**src/rtl/truth_table_sweeper.sv**
```systemverilog
// truth_table_sweeper: steps a 3-input circuit under test through all eight
// input vectors, holds each one for a programmable settle time, captures z
// into an 8-bit truth table and compares the capture against a golden table.
module truth_table_sweeper #(
    parameter int unsigned SETTLE_CYCLES = 4
) (
    input  logic       clk,
    input  logic       rst,
    input  logic       start,
    input  logic       abort,
    input  logic [7:0] expected,
    input  logic       z,
    output logic       x2,
    output logic       x1,
    output logic       x0,
    output logic       busy,
    output logic       done,
    output logic [7:0] truth_table,
    output logic       pass,
    output logic [2:0] first_fail
);

    localparam int unsigned CNT_W = 8;
    localparam int unsigned IDX_W = 3;
    localparam int unsigned TT_W  = 8;
    localparam logic [CNT_W-1:0] CNT_LOAD = CNT_W'(SETTLE_CYCLES - 1);
    localparam logic [IDX_W-1:0] IDX_LAST = IDX_W'(TT_W - 1);

    typedef enum logic [1:0] {
        S_IDLE,
        S_SETTLE,
        S_SAMPLE,
        S_FINISH
    } state_t;

    state_t           state_q;
    logic [IDX_W-1:0] idx_q;
    logic [CNT_W-1:0] cnt_q;
    logic [TT_W-1:0]  exp_q;
    logic [TT_W-1:0]  tt_q;
    logic [IDX_W-1:0] x_q;
    logic             busy_q;
    logic             done_q;
    logic             pass_q;
    logic [IDX_W-1:0] ff_q;

    logic [TT_W-1:0]  tt_d;
    logic [TT_W-1:0]  diff_d;
    logic             pass_d;
    logic [IDX_W-1:0] ff_d;

    // Table as it will look after the current sample, and its verdict against the golden table
    always_comb begin
        tt_d        = tt_q;
        tt_d[idx_q] = z;
        diff_d      = tt_d ^ exp_q;
        pass_d      = (diff_d == '0);
        ff_d        = '0;
        for (int i = int'(TT_W) - 1; i >= 0; i--) begin
            if (diff_d[i]) begin
                ff_d = IDX_W'(i);
            end
        end
    end

    // Sweep sequencer: state, counters, capture and registered outputs
    always_ff @(posedge clk) begin
        if (rst) begin
            state_q <= S_IDLE;
            idx_q   <= '0;
            cnt_q   <= '0;
            exp_q   <= '0;
            tt_q    <= '0;
            x_q     <= '0;
            busy_q  <= 1'b0;
            done_q  <= 1'b0;
            pass_q  <= 1'b0;
            ff_q    <= '0;
        end else if (state_q != S_IDLE && abort) begin
            // partial capture in tt_q is deliberately kept
            state_q <= S_IDLE;
            x_q     <= '0;
            busy_q  <= 1'b0;
            done_q  <= 1'b0;
            pass_q  <= 1'b0;
            ff_q    <= '0;
        end else begin
            case (state_q)
                S_IDLE: begin
                    done_q <= 1'b0;
                    if (start && !abort) begin
                        exp_q   <= expected;
                        tt_q    <= '0;
                        pass_q  <= 1'b0;
                        ff_q    <= '0;
                        idx_q   <= '0;
                        cnt_q   <= CNT_LOAD;
                        x_q     <= '0;
                        busy_q  <= 1'b1;
                        state_q <= S_SETTLE;
                    end
                end
                S_SETTLE: begin
                    if (cnt_q == '0) begin
                        state_q <= S_SAMPLE;
                    end else begin
                        cnt_q <= cnt_q - CNT_W'(1);
                    end
                end
                S_SAMPLE: begin
                    tt_q <= tt_d;
                    if (idx_q == IDX_LAST) begin
                        pass_q  <= pass_d;
                        ff_q    <= ff_d;
                        done_q  <= 1'b1;
                        state_q <= S_FINISH;
                    end else begin
                        idx_q   <= idx_q + IDX_W'(1);
                        x_q     <= idx_q + IDX_W'(1);
                        cnt_q   <= CNT_LOAD;
                        state_q <= S_SETTLE;
                    end
                end
                S_FINISH: begin
                    done_q  <= 1'b0;
                    busy_q  <= 1'b0;
                    x_q     <= '0;
                    state_q <= S_IDLE;
                end
                default: begin
                    state_q <= S_IDLE;
                end
            endcase
        end
    end

    assign x2          = x_q[2];
    assign x1          = x_q[1];
    assign x0          = x_q[0];
    assign busy        = busy_q;
    assign done        = done_q;
    assign truth_table = tt_q;
    assign pass        = pass_q;
    assign first_fail  = ff_q;

endmodule

```
**config.mk**
```make
export PLATFORM = sky130hd
export DESIGN_NAME = truth_table_sweeper
export DESIGN_NICKNAME = d
export VERILOG_FILES = /design/src/rtl/truth_table_sweeper.sv
export SDC_FILE = /design/constraint.sdc
export NUM_CORES = 1
export LEC_CHECK = 0
export CAP_MARGIN = 0
export CORE_MARGIN = 2
export CORE_UTILIZATION = 30
export DETAILED_ROUTE_END_ITERATION = 6
export SYNTH_ARGS = -nofsm -noshare
export SYNTH_HDL_FRONTEND = slang
export SYNTH_SLANG_ARGS = --single-unit
```
**constraint.sdc**
```tcl
create_clock -name clk -period 2.79 [get_ports clk]
set_input_delay 0.279 -clock clk [delete_from_list [all_inputs] [get_ports clk]]
set_output_delay 0.279 -clock clk [all_outputs]
set_load 0.05 [all_outputs]
```
== Yosys cells after proc, flatten, opt, wreduce, memory -nomap -nowiden ==
Index checks and enable logic that the tools add are counted.
Word-level totals
  logic and storage cells: 83
  bits in registers: 38
  input port bits: 13
  output and inout port bits: 17
Operators by class
  bitwise operators: 2
  reduce and logical (&&, ||, !) cells: 24
  order comparisons: 2
  eq/ne operators: 9
  $add $sub $neg: 2
  multiplexer cells: 34
Operator list (count)
  $mux W3: 11
  $mux W8: 4
  $pmux W8 S3: 1
  $logic_not A8 Y1: 2
  $pmux W8 S2: 1
  $pmux W3 S2: 2
  $reduce_and A3 Y1: 4
  $ne A2 B2 Y1 const B: 5
  $pmux W3 S3: 1
  $bwmux W8: 1
  $pmux W2 S4: 1
  $reduce_bool A2 Y1: 4
  $sub A8 B1 Y8 const B: 1
  $xor A8 B8 Y8: 1
  $mux W2: 3
  $pmux W1 S2: 3
  $reduce_and A2 Y1: 3
  $reduce_bool A3 Y1: 2
  $mux W1: 5
  $reduce_and A5 Y1: 1
  $eq A2 B2 Y1 const B: 2
  $lt A3 B4 Y1 const B: 1
  $reduce_and A4 Y1: 1
  $reduce_or A2 Y1: 2
  other kinds (9): 11

== Longest topological paths before layout ==
  depth after elaboration: 16
  depth in mapped cells: 8
  depth with buffers taken out: 8

== Worst setup path before layout ==
No wires, ideal clock.
  kind: reg2reg
  from: reg idx_q[0]
  to: reg cnt_q[5]
  data required time: 2.661 ns
  path slack: 0.683 ns
  clock period less this slack: 2.107 ns
  setup time: 0.129 ns
  data arrival time: 1.978 ns
  stages on the path, launching flop included: 9
  buffers on the path: 0
  path through: dfxtp_1 > ha_1 > ha_1 > and2_1 > a2111oi_0 > nand3_1 > or3_1 > xor2_1 > nor2_1
On the way
  word-level cells in the longest chain between the ends: 3
Ends and longest elaborated chain
  from (decl): RTL line 37  | logic [IDX_W-1:0] idx_q;
  from (signal assigned): RTL line 118  | idx_q <= idx_q + IDX_W'(1);
  $eq A3 B3 Y1: RTL line 112  | if (idx_q == IDX_LAST) begin
  $ne A2 B2 Y1 (no line)
  $reduce_and A5 Y1 (no line)
  to (signal assigned): RTL line 107  | cnt_q <= cnt_q - CNT_W'(1);
  to (decl): RTL line 38  | logic [CNT_W-1:0] cnt_q;
Every way passes these cells.
A chain may end at the register's enable or synchronous reset.

== Worst setup path in the final report ==
Same ends and word-level chain as after synthesis.

==> out/qor.yml <==
maxCapViolations: 0
start_util_pct: 31.2
core_area_mm2: 0.00639
crit_chain: "ha_1, ha_1, and2_1, a2111oi_0, buf_4, nand3_1, or3_1, xor2_1, nor2_1"
synth_ff_type: "dfxtp_1"
worstPathArrival_ns: 2.44
grt_start_max_net_pins: 15
fin_crit_sh_pct: 81.4
criticalPathCategory: "register to register"
hold_buffers: 0
p_per_area_mw_per_mm2: 677
die_x_um: 85.5
nets: 285
path_clk_slew_ns: 0.08
insertion_delay_ns: 0.29
finalWeightedCongestion: 0.810
reg2reg_to: "cnt_q[5]$_SDFFE_PP0P_"
grt_first_pass_wirelength_um: 7500
register_area_um2: 761
critical_path.max_fanout: 11
clock.fmax_ghz: 0.441
critPathBufInv: 1
syn-cell-area_mm2: 0.00199
crit_family: "simple AND/OR/NAND/NOR gates"
crit_top_cell: "ha_1"
syn_to_final_growth_pct: 23.0
ios: 30
drt-initial-drc-count: 79
p_leak_nw: 0.949
power.internal_mw: 1.08
clockBufferDepth: 2
reg2reg_depth: 9
firstDrtPassIters: 4
ys_ff_latch: 38
sequentialPowerShare_pct: 39.5
cts_setup_buffers: 0
drive_above_1_share_pct: 5.68
die_area_mm2: 0.00731
clockPowerShare_pct: 27.9
synth_top_area_share_pct: 38.2
setup_violations: 0
holdWs_ns: 0.470
synth_common_cells: "38 x dfxtp_1, 35 x nor2_1, 27 x nand2_1, 16 x a21oi_1"
critPathRequiredTime_ns: 2.96
yosysTopAreaCell: "dfxtp_1"
status: "finished, final reports clean"
synth.most_common_cell: "dfxtp_1"
p_switching_mw: 0.575
syn_inst: 235
synth_cell_types: 43
cts_tree: "done"
grt_overflow_total: 0
slowest_delay_ns: 0.40
dp_hpwl_um: 3320
finalMaxSlewViolations: 0
worst_setup_path_start_kind: "register"
avgRoutedWirePerCell_um: 12.8
ant_nets: 0
tightest_slew_ns: 0.594
h-tree-depth: 2
vias: 1686
reg2reg_from: "idx_q[0]$_SDFFE_PP0P_"
hold_start: "x_q[2]$_SDFFE_PP0P_"
combPwrFrac_pct: 32.6
grt_pass1_vias: 1665
via_per_inst: 4.94
wl_um: 4360
ir_worst_vdd_mv: 0.235
cp-end-kind: "register"
rrSetupSlack_ns: 0.52
die_y_um: 85.5
rows: 29
n_antenna_cell: 0
min_path_type: "register to register"
cts.sinks: 38
sw_frac_of_total_pct: 34.7
yosysWarnings: 0
ys_top_cells_by_area: "dfxtp_1 38%, nor2_1 6.6%, ha_1 5.7%"
startpoint: "idx_q[0]$_SDFFE_PP0P_"
skew_ns: 0.00479
drc: 0
grt_usage_pct: 13.0
cts_resized: 0
port_buffers: 29
synthArstFlopShare_pct: 0
setup_tns_ns: 0
cts_buffers: 5
fillers: 669
multi_input_area_mm2: 0.00116
avgSynthCellArea_um2: 8.48
slowest_stage: "dfxtp_1"
ys_seq_area_share_pct: 38.2
post-route-min-period_ns: 2.27
slew_headroom_pct: 60.1
finalHoldViolations: 0
synth-edff-count: 0
antenna_found_initial: 0
hold_path_end: "x_q[2]$_SDFFE_PP0P_"
rsz0062_at_grt: "false"
clockRootBuffer: "clkbuf_8"
hold_depth: 2
synth_nets: 257
## area by class of cell
class                      instances  share of cell area [%]
clock buffer                       5                    2.81
clock inverter                     3                    1.63
inverter                           6                   0.919
multi-input combinational        181                    47.2
sequential                        38                    31.1
tap                               77                    3.93
timing repair buffer              31                    12.5
## worst reg2reg max path: stages (launching register included)
cell and delay [ns]:
dfxtp_1 0.40, ha_1 0.24, ha_1 0.22, and2_1 0.19, a2111oi_0 0.30, buf_4 0.19, nand3_1 0.08, or3_1 0.33
xor2_1 0.15, nor2_1 0.05
## layer usage
metal | global-route usage (%) | wire [µm] | share of wire [%] | vias up
met5 | 0 | 0 | 0 | -
met4 | 5.48 | 78 | 1.8 | 0
met3 | 3.11 | 143 | 3.3 | 5
met2 | 21.0 | 1980 | 45 | 28
met1 | 16.4 | 2160 | 49 | 772
li1 | - | - | - | 881
## how the worst max path moves through the flow
stage / depth (start not counted) / to / slack [ns]
floorplan: 8 / cnt_q[5]$_SDFFE_PP0P_ / 0.68
global placement: 9 / cnt_q[5]$_SDFFE_PP0P_ / 0.55
detailed placement: 9 / cnt_q[5]$_SDFFE_PP0P_ / 0.54
CTS: 9 / cnt_q[5]$_SDFFE_PP0P_ / 0.49
global route: 9 / cnt_q[5]$_SDFFE_PP0P_ / 0.32
finish: 9 / cnt_q[5]$_SDFFE_PP0P_ / 0.52
## logic make-up after synthesis
logic type                 count (synthesis)  synth area share (%)
and+or+nand+nor                           97                  22.8
xor gates and xnor gates                  15                  6.60
adders and majority gates                  9                  5.65
AOI/OAI and AO/OA                         51                  18.5
buffers and inverters                     16                  3.77
muxes                                      9                  4.52
DFF                                       38                  38.2
## registers in the layout (all words and copies together), names as in the netlist
signal       count
cnt_q            8
exp_q            8
truth_table      8
first_fail       3
idx_q            3
x_q              3
state_q          2
busy             1
done             1
pass             1
## cells in the final DEF (no fill, tap or decap), types with 6 or more instances in the layout
master,instances
dfxtp_1,38
nor2_1,35
clkdlybuf4s50_1,29
nand2_1,27
a21oi_1,16
mux2i_1,9
xnor2_1,9
ha_1,9
a21o_1,7
nand3_1,7
inv_1,6
a2bb2oi_1,6
xor2_1,6
## stage by stage
step                power [mW]  utilization (%)  setup WS (ns)  cell area [µm²]  instances
floorplan                 1.07                -          0.683             1990        235
global placement          1.20             36.7          0.547             2340        333
detailed placement        1.21             36.7          0.536             2340        333
CTS                       1.68             38.4          0.494             2450        341
global route              1.78             38.4          0.320             2450        341
finish                    1.66             38.4          0.520             2450        341
## power groups by stage
stage / sequential [mW] / clock [mW] / combinational (mW)
global placement: 0.665 / 0 / 0.540
detailed placement: 0.667 / 0 / 0.541
finish: 0.655 / 0.462 / 0.541
CTS: 0.655 / 0.477 / 0.546
floorplan: 0.683 / 0 / 0.392
global route: 0.665 / 0.498 / 0.614
Note: power is estimated with default switching activity, not from simulation.
